## config.mk

```make
export PLATFORM = sky130hd
export DESIGN_NAME = data_ram_arbiter
export DESIGN_NICKNAME = d
export VERILOG_FILES = /design/src/rtl/data_ram_arbiter.sv
export SDC_FILE = /design/constraint.sdc
export NUM_CORES = 1
export LEC_CHECK = 0
export ABC_AREA = 1
export ABC_CLOCK_PERIOD_IN_PS = 4700
export CAP_MARGIN = 20
export CELL_PAD_IN_SITES_DETAIL_PLACEMENT = 1
export CELL_PAD_IN_SITES_GLOBAL_PLACEMENT = 2
export CORE_MARGIN = 5
export CORE_UTILIZATION = 23
export CTS_CLUSTER_DIAMETER = 50
export DETAILED_ROUTE_END_ITERATION = 7
export PLACE_DENSITY_LB_ADDON = 0.05
export SETUP_SLACK_MARGIN = 0.2
export SYNTH_ARGS = -nofsm -noshare
export SYNTH_HDL_FRONTEND = slang
export SYNTH_SLANG_ARGS = --single-unit
```

## constraint.sdc

```tcl
create_clock -name clk -period 4.7 [get_ports clk]
set_input_delay 0.705 -clock clk [delete_from_list [all_inputs] [get_ports clk]]
set_output_delay 0.705 -clock clk [all_outputs]
set_load 0.05 [all_outputs]
```

## src/rtl/data_ram_arbiter.sv

```systemverilog
// Round-robin arbiter sharing the single-port data_ram between the load/store
// unit (master 0) and a DMA/debug master (master 1), with bounded bus locking.
module data_ram_arbiter #(
  parameter int DEPTH_NUM_BITS_WIDTH = 7,
  parameter int LOCK_MAX             = 16
) (
  input  logic        clk,
  input  logic        rst,
  input  logic        m0_req,
  input  logic        m0_we,
  input  logic        m0_lock,
  input  logic [31:0] m0_addr,
  input  logic [31:0] m0_wdata,
  output logic        m0_gnt,
  output logic        m0_rvalid,
  output logic [31:0] m0_rdata,
  output logic        m0_err,
  input  logic        m1_req,
  input  logic        m1_we,
  input  logic        m1_lock,
  input  logic [31:0] m1_addr,
  input  logic [31:0] m1_wdata,
  output logic        m1_gnt,
  output logic        m1_rvalid,
  output logic [31:0] m1_rdata,
  output logic        m1_err,
  output logic        ram_w_en,
  output logic [31:0] ram_addr,
  output logic [31:0] ram_wdata,
  input  logic [31:0] ram_rdata
);

  localparam int CNT_W = $clog2(LOCK_MAX + 1);
  localparam logic [CNT_W-1:0] CNT_LAST = CNT_W'(LOCK_MAX - 1);

  typedef enum logic [1:0] {S_OPEN, S_LOCK0, S_LOCK1} state_t;

  state_t           r_state, w_state_nxt;
  logic             r_last, w_last_nxt;
  logic [CNT_W-1:0] r_cnt, w_cnt_nxt;
  logic [31:0]      r_addr, r_wdata;
  logic             r_rvalid0, r_rvalid1, r_err0, r_err1;
  logic [31:0]      r_rdata0, r_rdata1;

  logic             w_gnt0, w_gnt1, w_any_gnt;
  logic             w_win_we, w_win_lock, w_in_range;
  logic [31:0]      w_win_addr, w_win_wdata, w_rsp_data;

  // State register: arbitration state, round-robin pointer, lock counter.
  // NOTE: sequential state is updated with non-blocking assignments only, so
  // every flop samples pre-edge values regardless of statement order.
  always_ff @(posedge clk) begin
    if (rst) begin
      r_state <= S_OPEN;
      r_last  <= 1'b1;
      r_cnt   <= '0;
    end else begin
      r_state <= w_state_nxt;
      r_last  <= w_last_nxt;
      r_cnt   <= w_cnt_nxt;
    end
  end

  // Next-state logic.
  // NOTE: every combinational output gets a default first, so no path leaves
  // a signal unassigned and no latch is inferred.
  always_comb begin
    w_state_nxt = r_state;
    w_last_nxt  = r_last;
    w_cnt_nxt   = r_cnt;
    if (w_any_gnt) w_last_nxt = w_gnt1;
    case (r_state)
      S_OPEN: begin
        if (w_any_gnt && w_win_lock && (LOCK_MAX > 1)) begin
          w_state_nxt = w_gnt1 ? S_LOCK1 : S_LOCK0;
          w_cnt_nxt   = CNT_W'(1);
        end
      end
      S_LOCK0: begin
        if (!m0_req || !m0_lock || (r_cnt >= CNT_LAST)) begin
          w_state_nxt = S_OPEN;
          w_cnt_nxt   = '0;
        end else begin
          w_cnt_nxt = r_cnt + CNT_W'(1);
        end
      end
      S_LOCK1: begin
        if (!m1_req || !m1_lock || (r_cnt >= CNT_LAST)) begin
          w_state_nxt = S_OPEN;
          w_cnt_nxt   = '0;
        end else begin
          w_cnt_nxt = r_cnt + CNT_W'(1);
        end
      end
      default: begin
        w_state_nxt = S_OPEN;
        w_cnt_nxt   = '0;
      end
    endcase
  end

  // Grant logic; the owner of a lock is the only master that can win.
  always_comb begin
    w_gnt0 = 1'b0;
    w_gnt1 = 1'b0;
    if (!rst) begin
      case (r_state)
        S_OPEN: begin
          if (m0_req && m1_req) begin
            w_gnt0 = r_last;
            w_gnt1 = !r_last;
          end else begin
            w_gnt0 = m0_req;
            w_gnt1 = m1_req;
          end
        end
        S_LOCK0: w_gnt0 = m0_req;
        S_LOCK1: w_gnt1 = m1_req;
        default: ;
      endcase
    end
  end

  assign w_any_gnt   = w_gnt0 | w_gnt1;
  assign w_win_we    = w_gnt1 ? m1_we    : m0_we;
  assign w_win_lock  = w_gnt1 ? m1_lock  : m0_lock;
  assign w_win_addr  = w_gnt1 ? m1_addr  : m0_addr;
  assign w_win_wdata = w_gnt1 ? m1_wdata : m0_wdata;
  assign w_in_range  = (w_win_addr[31:DEPTH_NUM_BITS_WIDTH] == '0);
  // Writes and out-of-range accesses both answer with zero data.
  assign w_rsp_data  = (w_win_we || !w_in_range) ? 32'd0 : ram_rdata;

  assign m0_gnt    = w_gnt0;
  assign m1_gnt    = w_gnt1;
  assign ram_w_en  = w_any_gnt & w_win_we & w_in_range;
  assign ram_addr  = w_any_gnt ? w_win_addr  : r_addr;
  assign ram_wdata = w_any_gnt ? w_win_wdata : r_wdata;

  always_ff @(posedge clk) begin
    if (rst) begin
      r_addr    <= '0;
      r_wdata   <= '0;
      r_rvalid0 <= 1'b0;
      r_rvalid1 <= 1'b0;
      r_err0    <= 1'b0;
      r_err1    <= 1'b0;
      r_rdata0  <= '0;
      r_rdata1  <= '0;
    end else begin
      r_rvalid0 <= w_gnt0;
      r_rvalid1 <= w_gnt1;
      if (w_any_gnt) begin
        r_addr  <= w_win_addr;
        r_wdata <= w_win_wdata;
      end
      if (w_gnt0) begin
        r_rdata0 <= w_rsp_data;
        r_err0   <= !w_in_range;
      end
      if (w_gnt1) begin
        r_rdata1 <= w_rsp_data;
        r_err1   <= !w_in_range;
      end
    end
  end

  assign m0_rvalid = r_rvalid0;
  assign m1_rvalid = r_rvalid1;
  assign m0_rdata  = r_rdata0;
  assign m1_rdata  = r_rdata1;
  assign m0_err    = r_err0;
  assign m1_err    = r_err1;

endmodule

```

Word-level counts from Yosys, hierarchy flattened
Index checks and enable logic that the tools add are counted.

Equality and inequality tests: 5. Reductions and logical operators: 16. $add $sub $neg: 1. Bitwise gates (word level): 3. Order comparisons: 1. Multiplexer cells: 22.

Operators with widths (number): $mux W32 (5); $logic_not A25 Y1 (1); $mux W5 (3); $pmux W5 S3 (1); $mux W2 (4); $logic_not A1 Y1 (6); $mux W1 (6); $ne A2 B2 Y1 const B (3); $pmux W2 S3 (1); $add A5 B1 Y5 const B (1); $ge A5 B4 Y1 const B (1); $logic_or A1 B1 Y1 (5); $pmux W1 S2 (2); $reduce_and A3 Y1 (1); $and A1 B1 Y1 (2); $eq A2 B1 Y1 const B (1); $eq A2 B2 Y1 const B (1); $logic_and A1 B1 Y1 (2); $logic_not A2 Y1 (1); $or A1 B1 Y1 (1).

Output and inout bits: 135. Input bits: 168. Bits in registers: 140. Logic and storage cells: 59.

Logic depth before layout (Yosys ltp)
Gate-level depths: netlist (run 1).

Depth after elaboration: 9. Gate-level depth with buffers: 16. Depth with buffers taken out: 14.

Least setup slack after synthesis (run 1)
Ideal clock, no wire load.

Path type: in2out. From: input port rst. To: output port ram_w_en. Path slack: 1326 ps. Data arrival time: 2669 ps. Stages: 12. Data required time: 3995 ps. Path through: buf_2 -> nor2_8 -> nand2_8 -> buf_8 -> o21ai_2 -> nand2_1 -> nor2_1 -> nand2_2 -> nor2_8 -> buf_12 -> nand2_2 -> nor3_2.

Word-level cells in the longest chain between the ends: 4.

RTL lines: start: declaration (line 8) `input logic rst,`; $mux W1 (line 106) `if (!rst) begin`; $mux W32, or another cell as far along (line 127) `assign w_win_addr = w_gnt1 ? m1_addr : m0_addr;`; $logic_not A25 Y1 / $and A1 B1 Y1 (equally long branches) (line 129, 135); $and A1 B1 Y1 (*) (line 135) `assign ram_w_en = w_any_gnt & w_win_we & w_in_range;`; end: declaration (line 27) `output logic ram_w_en,`.

Every way passes the cells marked *; elsewhere a longest branch is shown, timed or not.

Final worst setup path (run 1)
From: input port m1_req. To: output port ram_wdata[4].

Word-level cells in the longest chain between the ends: 6.

RTL lines: start: declaration (line 18) `input logic m1_req,`; $logic_and A1 B1 Y1 (line 109) `if (m0_req && m1_req) begin`; $mux W1 (line 109); $pmux W1 S2 (line 107) `case (r_state)`; $mux W1 (line 106); $mux W32 / $or A1 B1 Y1 (equally long branches) (line 128, 124); $mux W32 (*); end: declaration (line 29) `output logic [31:0] ram_wdata,`.

Marks and branches as above.

==> summary.txt, run 1 <==
Floorplanning
  – Num rows: 62
  – Horiz. Die Dim: 179.8 µm
  – Starting density of the core: 23.22%
  – Die Outline Area: 32,320 µm²
  – # IOs: 303
  – Die outline height: 179.8 µm
  – Core region area: 28,550 µm²

Global routing
  – Largest net degree at the start of global routing: 71
  – First-pass GRT wire length: 43,360 µm
  – Via count of the first global-routing pass: 7,351
  – Global Route Usage Sum: 16.79%
  – Global-route congestion overflow total: 0
  – Number of antenna violations at the first check in global routing: 3

Place
  – Sum of net half-perimeters after detailed placement: 20,130 µm
  – Number of buffers added on ports: 302
  – Placement-stage cell area: 10,580 µm²
  – Weighted congestion reported at the end of routability-driven placement: 0.7596

Timing
  – Post-layout minimum cycle time: 3.967 ns
  – Transition time at the pin with the least slew margin: 0.8966 ns
  – Achievable Freq: 252.1 MHz
  – Post-route clock period utilization: 84.40%
  – Post-route clock skew: 0.01362 ns
  – Final count of pins violating max slew: 0
  – Summed negative setup slack over all endpoints: 0 ns
  – RSZ-0062 raised after global routing: no
  – Final Hold Fails: 0
  – Final-report setup violation count: 0
  – Worst slew slack as a fraction of its limit: 40.23%

Routing
  – DR DRC count: 0
  – Sum of routed wire length over all layers: 27,450 µm
  – Iter 0 DRT Violations: 227
  – Count of TritonRoute iterations in the first routing pass: 4
  – Count of nets left with antenna violations after detail routing: 0
  – Vias after detailed routing: 6,975
  – Via-per-instance ratio: 4.392
  – Detailed-route wire length per cell: 17.29 µm

Setup path
  – Logic depth of the worst path, buffers included: 10
  – Worst path max stage delay: 0.54 ns
  – Setup slack of the worst register-to-register path: 1.72 ns
  – Worst Path Buf+Inv: 4
  – Worst path arrival time: 3.26 ns
  – Maximum net fanout on the critical path: 42
  – Worst setup SP type: primary input
  – Cell-by-cell trace of the critical path: clkdlybuf4s50_1 -> nand2_4 -> nor2_8 -> nand2_8 -> nand2_4 -> buf_4 -> o21ai_0 -> o21ai_0 -> inv_1 -> buf_12
  – CP Data Required Time: 3.99 ns
  – Category of the critical setup timing path: in2out
  – Kind of end point of the critical path: primary output
  – Worst reg2reg path depth: 8
  – Cell type of the slowest stage on the worst timing path: sky130_fd_sc_hd__clkdlybuf4s50_1
  – Top cell family by delay on the critical path: buffers and inverters
  – R2r startpoint: r_state[1]$_SDFFE_PP0P_
  – Capture point of the worst reg-to-reg path: m1_rdata[18]$_SDFFE_PP0N_

Yosys
  – Yosys warns: 0
  – Number of distinct library cells after synthesis: 37
  – Number of flip-flops and latches in the synthesized netlist: 140
  – Netlist Area Pre-Place: 6629 µm²
  – Avg Synthesized Cell Area: 7.221 µm²
  – Post-synthesis sequential area ratio: 42.28%
  – Synthesized Nets: 1,088
  – Synthesized netlist cell count: 918

CTS
  – Post-CTS Repair Setup Buffers: 0
  – Number of clock sinks seen by CTS: 140
  – Max Buffers Root-to-Sink: 2
  – Clock Latency Late Sink: 0.43 ns
  – Number of CTS-inserted buffers: 17
  – Clock Pin Slew Worst Setup and Hold Paths: 0.07 ns
  – TritonCTS clock tree: done
  – Root cell of the clock tree: sky130_fd_sc_hd__clkbuf_16
  – Depth of the CTS H-tree: 4
  – Resize count post-CTS: 0
  – # hold bufs at CTS: 0

Hold path
  – Terminating pin of the worst hold path: m1_rdata[1]$_SDFFE_PP0N_
  – Hold depth: 2
  – Launch instance of the worst min-delay path: m1_rdata[1]$_SDFFE_PP0N_
  – Hold crit path type: reg2reg

Flow run
  – Max Cap Viol: 0

Outcome
  – Status: finished, final reports clean

Final layout
  – Filler cells: 3,458
  – Area delta synth->final: 68.25%
  – Final standard cell area without fillers: 11,150 µm²
  – # nets final: 1,360
  – Layout cells sized above 1: 13.80%

Pwr
  – Leak pwr: 4.842 nW
  – Max VDD drop: 0.1706 mV
  – Power density of the placed cells: 408.5 nW/µm²
## flip-flops by register name, indices dropped and copies added, names as in the netlist
signal and flops:
r_addr 32, m1_rdata 32, r_last 1, r_cnt 5, m0_err 1, m1_rvalid 1, m0_rdata 32, m1_err 1
r_state 2, r_wdata 32, m0_rvalid 1
## cell usage after synthesis (all sizes together)
master  count  share of area [%]
mux2i       1               0.21
nor3b       1               0.11
nand3b      9                1.0
inv        93                5.3
o211a       1               0.15
o21ai     132                 10
dfxtp     140                 42
clkbuf     34                1.9
a31oi       1              0.094
ha          2               0.38
nand4      49                6.7
nand3      45                3.5
nor2      154                9.7
nand2     187                 11
a21oi      35                3.2
nor3        3               0.30
a211oi      2               0.23
o22ai       1              0.094
buf        28                3.3
## worst min-delay path, delay by kind of cell (launching register included)
kind,cells,cell delay (ns)
DFF,1,0.31
and+or+nand+nor,2,0.11
## power by group
part	internal (mW)	total [mW]	leakage (nW)	switching, mW
logic	0.776	1.89	3.42	1.11
clock network	0.705	1.34	0.277	0.636
registers	1.29	1.33	1.15	0.0369
## cell usage in the layout (no fill, tap or decap), drive strengths merged
cell and count:
a31oi 1, nand2 187, nor3b 1, clkbuf 17, nand3 45, diode 1, a21oi 35, clkinv 4
dfxtp 140, nand4 49, o21ai 132, o22ai 1, nor3 3, mux2i 1, o211a 1, nand3b 9
a211oi 2, inv 102, nor2 154, clkdlybuf4s50 235, buf 80, clkinvlp 2, ha 2
## cells by family (layout without fill, tap and decap cells)
logic type	after synthesis	after routing	synth area share, %
simple gates	448	448	32.79
compound gates	172	172	13.85
buf+inv	155	440	10.49
flops	140	140	42.28
fa+ha+maj	2	2	0.3774
mux	1	1	0.2076
other cells	0	1	0
## per-layer routing
| layer | routed length (µm) | vias to the layer above | GRT usage (%) |
|---|---|---|---|
| met1 | 11680 | 3241 | 20.13 |
| met4 | 497 | 4 | 4.480 |
| li1 | - | 3519 | - |
| met5 | 26 | - | 0 |
| met2 | 12820 | 184 | 27.55 |
| met3 | 2429 | 27 | 7.377 |
## worst max path at each step
stage,from,to
after global routing,m1_req,ram_wdata[25]
after global placement,m1_req,ram_wdata[24]
after floorplan,rst,ram_w_en
after detailed placement,m1_req,ram_wdata[24]
after CTS,m1_req,ram_wdata[24]
final,m1_req,ram_wdata[4]
## stage by stage
step | setup slack, ns | power (mW) | hold slack [ns] | cells | utilization, %
2_1_floorplan | 1.326 | 2.326 | 0.4480 | 918 | -
3_3_place_gp | 0.7232 | 3.265 | 0.4420 | 1555 | 37.05
3_5_place_dp | 0.7191 | 3.269 | 0.4474 | 1555 | 37.05
4_1_cts | 0.7057 | 4.644 | 0.4586 | 1587 | 39.06
5_1_grt | 0.5232 | 4.794 | 0.4746 | 1588 | 39.07
6_report | 0.7330 | 4.557 | 0.4538 | 1588 | 39.07
## final cells by class
type	instances	area [µm²]	share of cell area (%)
antenna	1	2.502	0.02244
clock buffer	17	425.4	3.814
clock inverter	15	147.6	1.324
inverter	93	349.1	3.130
multi-input combinational	623	3157	28.30
sequential	140	2803	25.13
tap	384	480.5	4.308
timing repair buffer	315	3789	33.97
No activity file was read; power rests on OpenSTA's default activity.
==> run 2: changes to the inputs <==
--- a/config.mk
+++ b/config.mk
@@ -6,12 +6,12 @@
 export NUM_CORES = 1
 export LEC_CHECK = 0
 export ABC_AREA = 1
-export ABC_CLOCK_PERIOD_IN_PS = 4700
+export ABC_CLOCK_PERIOD_IN_PS = 3700
 export CAP_MARGIN = 20
 export CELL_PAD_IN_SITES_DETAIL_PLACEMENT = 1
 export CELL_PAD_IN_SITES_GLOBAL_PLACEMENT = 2
 export CORE_MARGIN = 5
-export CORE_UTILIZATION = 23
+export CORE_UTILIZATION = 22
 export CTS_CLUSTER_DIAMETER = 50
 export DETAILED_ROUTE_END_ITERATION = 7
 export PLACE_DENSITY_LB_ADDON = 0.05
==> constraint.sdc (replaced) <==
create_clock -name clk -period 3.7 [get_ports clk]
set_input_delay 0.555 -clock clk [delete_from_list [all_inputs] [get_ports clk]]
set_output_delay 0.555 -clock clk [all_outputs]
set_load 0.05 [all_outputs]
==> run 2 against run 1 <==
  * Utilization fell by 1.4 points
  * Setup slack got worse by 0.33 ns
  * Flip-flop and latch count did not move
  * Final area rose by 0.31%
  * Critical path type unchanged
==> summary.txt, run 2 (synthesis gave the netlist of run 1 again) <==
Outcome
  – Status: finished, final reports clean

Timing
  – Final Hold Fails: 0 (unchanged)
  – Post-route clock skew: 0.007470 ns (-0.006151 ns)
  – Achievable Freq: 303.7 MHz
  – Worst hold slack: 0.4543 ns (+0.0004130 ns)
  – Summed negative setup slack over all endpoints: 0 ns (unchanged)
  – RSZ-0062 raised after global routing: yes
  – Worst slew slack as a fraction of its limit: 60.68% (+20 points)
  – Final-report setup violation count: 0 (unchanged)
  – Post-route clock period utilization: 88.98%
  – Final count of pins violating max slew: 0 (unchanged)
  – Transition time at the pin with the least slew margin: 0.5897 ns (-0.3068 ns)
  – Post-layout minimum cycle time: 3.292 ns

Setup path
  – Cell type of the slowest stage on the worst timing path: sky130_fd_sc_hd__clkdlybuf4s50_1
  – Cell-by-cell trace of the critical path: clkdlybuf4s50_1 -> nand2_1 -> inv_1 -> nand2_4 -> nand2_8 -> inv_2 -> nand2_1 -> nand2_1 -> nor2_2 -> nand3_2 -> nor2_8 -> nand2_2 -> nor3_2 -> buf_12
  – Kind of end point of the critical path: primary output
  – CP Data Required Time: 3.14 ns (-0.85 ns)
  – R2r startpoint: r_state[1]$_SDFFE_PP0P_
  – Worst Path Buf+Inv: 4 (unchanged)
  – Worst path arrival time: 2.74 ns (-0.52 ns)
  – Setup slack of the worst register-to-register path: 1.16 ns (-0.56 ns)
  – Logic depth of the worst path, buffers included: 14 (+4)
  – Worst reg2reg path depth: 12 (+4)
  – Worst setup SP type: primary input
  – Worst path max stage delay: 0.52 ns (-0.02 ns)
  – Top cell family by delay on the critical path: simple AND/OR/NAND/NOR gates
  – Most frequent cell on the critical path: sky130_fd_sc_hd__nand2_1
  – Category of the critical setup timing path: in2out
  – Crit path to: ram_w_en
  – Maximum net fanout on the critical path: 37 (-12%)
  – Capture point of the worst reg-to-reg path: r_cnt[4]$_SDFFE_PP0P_
  – Beginning of the critical path: m1_req

Flow run
  – Max Cap Viol: 0 (unchanged)

Pwr
  – Max VDD drop: 0.2997 mV (+76%)
  – Leak pwr: 4.860 nW (+0.36%)
  – Final Power: 5.754 mW (+26%)
  – Power density of the placed cells: 514.3 nW/µm² (+26%)

CTS
  – Clock Latency Late Sink: 0.43 ns (about the same)
  – Post-CTS Repair Setup Buffers: 0 (unchanged)
  – Resize count post-CTS: 0 (unchanged)
  – Number of CTS-inserted buffers: 17 (unchanged)
  – Number of clock sinks seen by CTS: 140 (unchanged)
  – Max Buffers Root-to-Sink: 2 (unchanged)
  – # hold bufs at CTS: 0 (unchanged)
  – Clock Pin Slew Worst Setup and Hold Paths: 0.06 ns (about the same)
  – TritonCTS clock tree: done
  – Depth of the CTS H-tree: 4 (unchanged)
  – Root cell of the clock tree: sky130_fd_sc_hd__clkbuf_16

Place
  – Number of buffers added on ports: 302 (unchanged)
  – Weighted congestion reported at the end of routability-driven placement: 0.7271 (-4.3%)
  – Sum of net half-perimeters after detailed placement: 20,300 µm (+0.82%)

Global routing
  – Via count of the first global-routing pass: 7,364 (+0.18%)
  – Global-route congestion overflow total: 0 (unchanged)
  – First-pass GRT wire length: 42,350 µm (-2.3%)
  – Global Route Usage Sum: 16.15% (-0.64 points)
  – Number of antenna violations at the first check in global routing: 5 (+2)
  – Largest net degree at the start of global routing: 59 (-17%)

Floorplanning
  – Die Outline Area: 33,700 µm² (+4.3%)
  – Die outline height: 183.6 µm (+2.1%)
  – Starting density of the core: 22.31% (-0.91 points)
  – Core region area: 29,720 µm² (+4.1%)
  – Horiz. Die Dim: 183.6 µm (+2.1%)
  – # IOs: 303 (unchanged)
  – Num rows: 63 (+1.6%)

Routing
  – Sum of routed wire length over all layers: 27,600 µm (+0.54%)
  – DR DRC count: 0 (unchanged)
  – Count of TritonRoute iterations in the first routing pass: 4 (unchanged)
  – Iter 0 DRT Violations: 186 (-18%)
  – Vias after detailed routing: 6,940 (-0.50%)
  – Via-per-instance ratio: 4.346 (-1.1%)
  – Detailed-route wire length per cell: 17.28 µm (about the same)
  – Count of nets left with antenna violations after detail routing: 0 (unchanged)

Final layout
  – Area delta synth->final: 68.78%
  – Filler cells: 3,540 (+2.4%)
  – Commonest non-fill, non-tap cell in the layout: sky130_fd_sc_hd__clkdlybuf4s50_1
  – Post-route core utilization: 37.65% (-1.4 points)
  – # nets final: 1,365 (+0.37%)
  – Antenna fix cells: 0 (-1)
  – Layout cells sized above 1: 14.00% (+0.20 points)
  – Most frequent cells in the layout: sky130_fd_sc_hd__clkdlybuf4s50_1, sky130_fd_sc_hd__nand2_1, sky130_fd_sc_hd__nor2_1, sky130_fd_sc_hd__dfxtp_1, sky130_fd_sc_hd__o21ai_0

Hold path
  – Hold crit path type: reg2reg
==> run 2: cell count changes in the layout (fill, tap and decap cells not counted), sizes merged <==
| cell | previous run | this run |
|---|---|---|
| clkbuf | 17 | 21 |
| diode | 1 | 0 |
| clkinv | 4 | 5 |
| inv | 102 | 94 |
| bufinv | 0 | 1 |
| buf | 80 | 86 |
| clkinvlp | 2 | 3 |
| clkdlybuf4s50 | 235 | 234 |
==> run 2: area by class of cell <==
| class | count | area (µm²) | area share [%] |
|---|---|---|---|
| clock inverter | 10 | 93.84 | 0.8387 |
| tap | 390 | 488.0 | 4.361 |
| inverter | 93 | 349.1 | 3.120 |
| multi-input combinational | 623 | 3161 | 28.25 |
| clock buffer | 21 | 450.4 | 4.026 |
| timing repair buffer | 320 | 3844 | 34.35 |
| sequential | 140 | 2803 | 25.05 |
==> run 2: how the worst min path moves through the flow <==
stage / start / slack, ns / cells after the start / to
3_3_place_gp: m1_rdata[31]$_SDFFE_PP0N_ / 0.44 / 2 / m1_rdata[31]$_SDFFE_PP0N_
2_1_floorplan: r_addr[27]$_SDFF_PP0_ / 0.45 / 2 / r_addr[27]$_SDFF_PP0_
4_1_cts: m1_rdata[14]$_SDFFE_PP0N_ / 0.46 / 2 / m1_rdata[14]$_SDFFE_PP0N_
3_5_place_dp: m1_rdata[31]$_SDFFE_PP0N_ / 0.45 / 2 / m1_rdata[31]$_SDFFE_PP0N_
5_1_grt: m1_rdata[11]$_SDFFE_PP0N_ / 0.48 / 2 / m1_rdata[11]$_SDFFE_PP0N_
6_report: m1_rdata[30]$_SDFFE_PP0N_ / 0.45 / 2 / m1_rdata[30]$_SDFFE_PP0N_
==> run 2: layer usage <==
metal,vias up,routed length [µm],GRT usage [%]
met4,10,312,3.605
met5,-,55,0
met3,29,2570,7.558
met2,174,13150,26.81
li1,3519,-,-
met1,3208,11510,19.09
==> run 2: power breakdown <==
part | switching, mW | internal, mW
combinational | 1.42 | 0.997
sequential | 0.0488 | 1.64
clock | 0.709 | 0.940
total | 2.18 | 3.58
==> run 2: metrics by stage <==
stage                     instances  setup slack [ns]  cell area (µm²)
after floorplan                 918            0.6263             6629
after global placement         1566            0.3300            10640
after detailed placement       1566            0.3607            10640
after CTS                      1597            0.3544            11180
after global routing           1597            0.1931            11190
final                          1597            0.4078            11190
==> run 2: worst register-to-register path, delay by kind of cell, from the launching register on <==
family	cells	cell delay, ns
compound gates	2	0.47
buf+inv	3	0.63
flops	1	0.38
simple gates	7	0.97
==> run 3: changes to the inputs <==
--- a/config.mk
+++ b/config.mk
@@ -12,6 +12,7 @@
 export CELL_PAD_IN_SITES_GLOBAL_PLACEMENT = 2
 export CORE_MARGIN = 5
 export CORE_UTILIZATION = 22
+export CTS_BUF_LIST = sky130_fd_sc_hd__clkbuf_4
 export CTS_CLUSTER_DIAMETER = 50
 export DETAILED_ROUTE_END_ITERATION = 7
 export PLACE_DENSITY_LB_ADDON = 0.05
==> run 3 against run 2 <==
  * Wire length rose by 0.22%
  * Flip-flop and latch count did not move
  * Critical path type unchanged
  * Sequential power barely moved
  * Sequential share of layout area rose by 0.68 points
  * First-iteration DRC count rose by 7.5%
  * Clock power fell by 41%
  * Fmax fell by 0.28%
  * Final area fell by 2.6%
  * Die area did not move
  * Final cell count barely moved
  * Global-route usage fell by 0.053 points
==> summary.txt, run 3 (synthesis gave the netlist of run 1 again) <==
Timing
  – Crit path setup slack, layout: 0.3984 ns (-0.009351 ns)
  – Summed negative setup slack over all endpoints: 0 ns (unchanged)
  – Post-route clock skew: 0.02625 ns (+0.01878 ns)
  – Final count of pins violating max slew: 0 (unchanged)
  – Final-report setup violation count: 0 (unchanged)
  – Transition time at the pin with the least slew margin: 0.5933 ns (+0.003516 ns)
  – Worst slew slack as a fraction of its limit: 60.45% (-0.23 points)
  – Achievable Freq: 302.9 MHz (-0.28%)
  – Post-route clock period utilization: 89.23% (+0.25 points)
  – Final Hold Fails: 0 (unchanged)
  – RSZ-0062 raised after global routing: yes
  – Post-layout minimum cycle time: 3.302 ns (+0.009351 ns)

Final layout
  – Sequential cell area: 2803 µm² (unchanged)
  – Commonest non-fill, non-tap cell in the layout: sky130_fd_sc_hd__clkdlybuf4s50_1
  – Multi-input combinational cell area: 3161 µm² (unchanged)
  – # nets final: 1,365 (unchanged)
  – Final standard cell area without fillers: 10,890 µm² (-2.6%)
  – Layout cells sized above 1: 14.17% (+0.17 points)
  – Post-route core utilization: 36.66% (-0.99 points)
  – Area delta synth->final: 64.35%
  – Most frequent cells in the layout: sky130_fd_sc_hd__clkdlybuf4s50_1, sky130_fd_sc_hd__nand2_1, sky130_fd_sc_hd__nor2_1, sky130_fd_sc_hd__dfxtp_1, sky130_fd_sc_hd__o21ai_0
  – Filler cells: 3,569 (+0.82%)

Setup path
  – Category of the critical setup timing path: in2out
  – Worst setup SP type: primary input
  – Worst reg2reg path depth: 12 (unchanged)
  – Capture point of the worst reg-to-reg path: r_cnt[4]$_SDFFE_PP0P_
  – Kind of end point of the critical path: primary output
  – Worst path arrival time: 2.75 ns (about the same)
  – Setup slack of the worst register-to-register path: 1.15 ns (about the same)
  – R2r startpoint: r_state[1]$_SDFFE_PP0P_
  – Maximum net fanout on the critical path: 37 (unchanged)
  – CP Data Required Time: 3.14 ns (about the same)

CTS
  – TritonCTS clock tree: done
  – Max Buffers Root-to-Sink: 2 (unchanged)
  – Number of CTS-inserted buffers: 17 (unchanged)
  – Clock Pin Slew Worst Setup and Hold Paths: 0.12 ns (+0.06 ns)
  – Depth of the CTS H-tree: 4 (unchanged)
  – Clock Latency Late Sink: 0.55 ns (+0.12 ns)
  – Number of clock sinks seen by CTS: 140 (unchanged)
  – Root cell of the clock tree: sky130_fd_sc_hd__clkbuf_4

Hold path
  – Hold crit path type: reg2reg
  – Hold depth: 2 (unchanged)
  – Launch instance of the worst min-delay path: m1_rdata[14]$_SDFFE_PP0N_
  – Terminating pin of the worst hold path: m1_rdata[14]$_SDFFE_PP0N_

Routing
  – Vias after detailed routing: 6,949 (+0.13%)
  – Sum of routed wire length over all layers: 27,660 µm (+0.22%)
  – Count of TritonRoute iterations in the first routing pass: 6 (+2)
  – Count of nets left with antenna violations after detail routing: 0 (unchanged)
  – Iter 0 DRT Violations: 200 (+7.5%)
  – Detailed-route wire length per cell: 17.31 µm (+0.16%)
  – Via-per-instance ratio: 4.349 (about the same)
  – DR DRC count: 0 (unchanged)

Floorplanning
  – Die outline height: 183.6 µm (unchanged)
  – Num rows: 63 (unchanged)
  – Starting density of the core: 22.31% (unchanged)
  – # IOs: 303 (unchanged)
  – Horiz. Die Dim: 183.6 µm (unchanged)
  – Core region area: 29,720 µm² (unchanged)
  – Die Outline Area: 33,700 µm² (unchanged)

Global routing
  – First-pass GRT wire length: 42,230 µm (-0.28%)
  – Global-route congestion overflow total: 0 (unchanged)
  – Largest net degree at the start of global routing: 59 (unchanged)
  – Via count of the first global-routing pass: 7,340 (-0.33%)
  – Global Route Usage Sum: 16.09% (-0.053 points)
  – Number of antenna violations at the first check in global routing: 6 (+1)

Pwr
  – Proportion of power drawn by the clock network: 19.2% (-9.5 points)
  – Net Sw Frac: 41.28% (+3.4 points)
  – Max VDD drop: 0.1797 mV (-40%)
  – Switching power total: 2.098 mW (-3.7%)
  – Power density of the placed cells: 466.6 nW/µm² (-9.3%)
  – Portion of total power attributed to combinational logic: 47.6% (+5.6 points)
  – P_int: 2.985 mW (-17%)
  – Reg power frac: 33.2% (+3.9 points)
  – Final Power: 5.083 mW (-12%)
  – Leak pwr: 4.733 nW (-2.6%)

Place
  – Sum of net half-perimeters after detailed placement: 20,300 µm (unchanged)
  – Weighted congestion reported at the end of routability-driven placement: 0.7271 (unchanged)
  – Placement-stage cell area: 10,640 µm² (unchanged)
  – Post-placement setup slack: 0.3607 ns (unchanged)
  – Number of buffers added on ports: 302 (unchanged)

Flow run
  – Max Cap Viol: 0 (unchanged)

Outcome
  – Status: finished, final reports clean
==> run 3: changes by cell type in the layout (fill, tap and decap cells not counted) <==
cell,before,now
sky130_fd_sc_hd__clkbuf_1,3,0
sky130_fd_sc_hd__clkbuf_16,17,0
sky130_fd_sc_hd__clkbuf_4,0,20
sky130_fd_sc_hd__clkbuf_8,1,0
sky130_fd_sc_hd__clkinv_1,0,1
sky130_fd_sc_hd__diode_2,0,1
==> run 3: layer usage <==
layer	track usage (%)	up-vias	wire length (µm)	share of wire [%]
met2	26.81	171	13220	48
met1	19.21	3225	11570	42
met5	0	-	61	0.22
li1	-	3518	-	-
met4	3.337	10	290	1.0
met3	7.281	25	2515	9.1
==> run 3: worst max path at each step <==
stage / slack (ns) / end / start / cells after the start
6_report: 0.40 / ram_w_en / m1_req / 14
3_3_place_gp: 0.33 / ram_wdata[5] / m1_req / 10
5_1_grt: 0.19 / ram_wdata[23] / m1_req / 10
3_5_place_dp: 0.36 / ram_w_en / m1_req / 14
4_1_cts: 0.35 / ram_w_en / m1_req / 14
2_1_floorplan: 0.63 / ram_w_en / rst / 12
==> run 3: power groups by stage <==
stage | Clock [mW] | Combinational [mW] | Sequential [mW]
final | 0.977 | 2.42 | 1.69
after global routing | 1.10 | 2.58 | 1.70
after CTS | 1.05 | 2.46 | 1.69
after detailed placement | 0 | 2.45 | 1.72
after global placement | 0 | 2.45 | 1.72
after floorplan | 0 | 1.18 | 1.78
==> run 3: area by class of cell <==
class                           count  area share (%)
Tap cell                          390           4.479
Inverter                           93           3.204
Clock buffer                       20           1.378
Antenna cell                        1         0.02297
Clock inverter                     11          0.8958
Sequential cell                   140           25.73
Timing Repair Buffer              320           35.28
Multi-Input combinational cell    623           29.01
==> run 3: worst max-delay path, stage by stage <==
cell and delay (ns):
sky130_fd_sc_hd__clkdlybuf4s50_1 0.52, sky130_fd_sc_hd__nand2_1 0.07, sky130_fd_sc_hd__inv_1 0.09, sky130_fd_sc_hd__nand2_4 0.08, sky130_fd_sc_hd__nand2_8 0.24, sky130_fd_sc_hd__inv_2 0.16
sky130_fd_sc_hd__nand2_1 0.09, sky130_fd_sc_hd__nand2_1 0.07, sky130_fd_sc_hd__nor2_2 0.11, sky130_fd_sc_hd__nand3_2 0.14, sky130_fd_sc_hd__nor2_8 0.14, sky130_fd_sc_hd__nand2_2 0.08
sky130_fd_sc_hd__nor3_2 0.23, sky130_fd_sc_hd__buf_12 0.18
==> run 3: through the flow <==
step,hold WS [ns],std cells
after floorplan,0.4480,918
after global placement,0.4393,1566
after detailed placement,0.4479,1566
after CTS,0.4689,1597
after global routing,0.4851,1598
final,0.4630,1598
==> run 3: what timing repair did <==
action                                  4_1_cts  5_1_grt
resized for setup                             0        2
hold buffers                                  0        0
buffers inserted                              0        0
endpoints found under the setup margin        0        3
hold endpoints to repair                      0        0
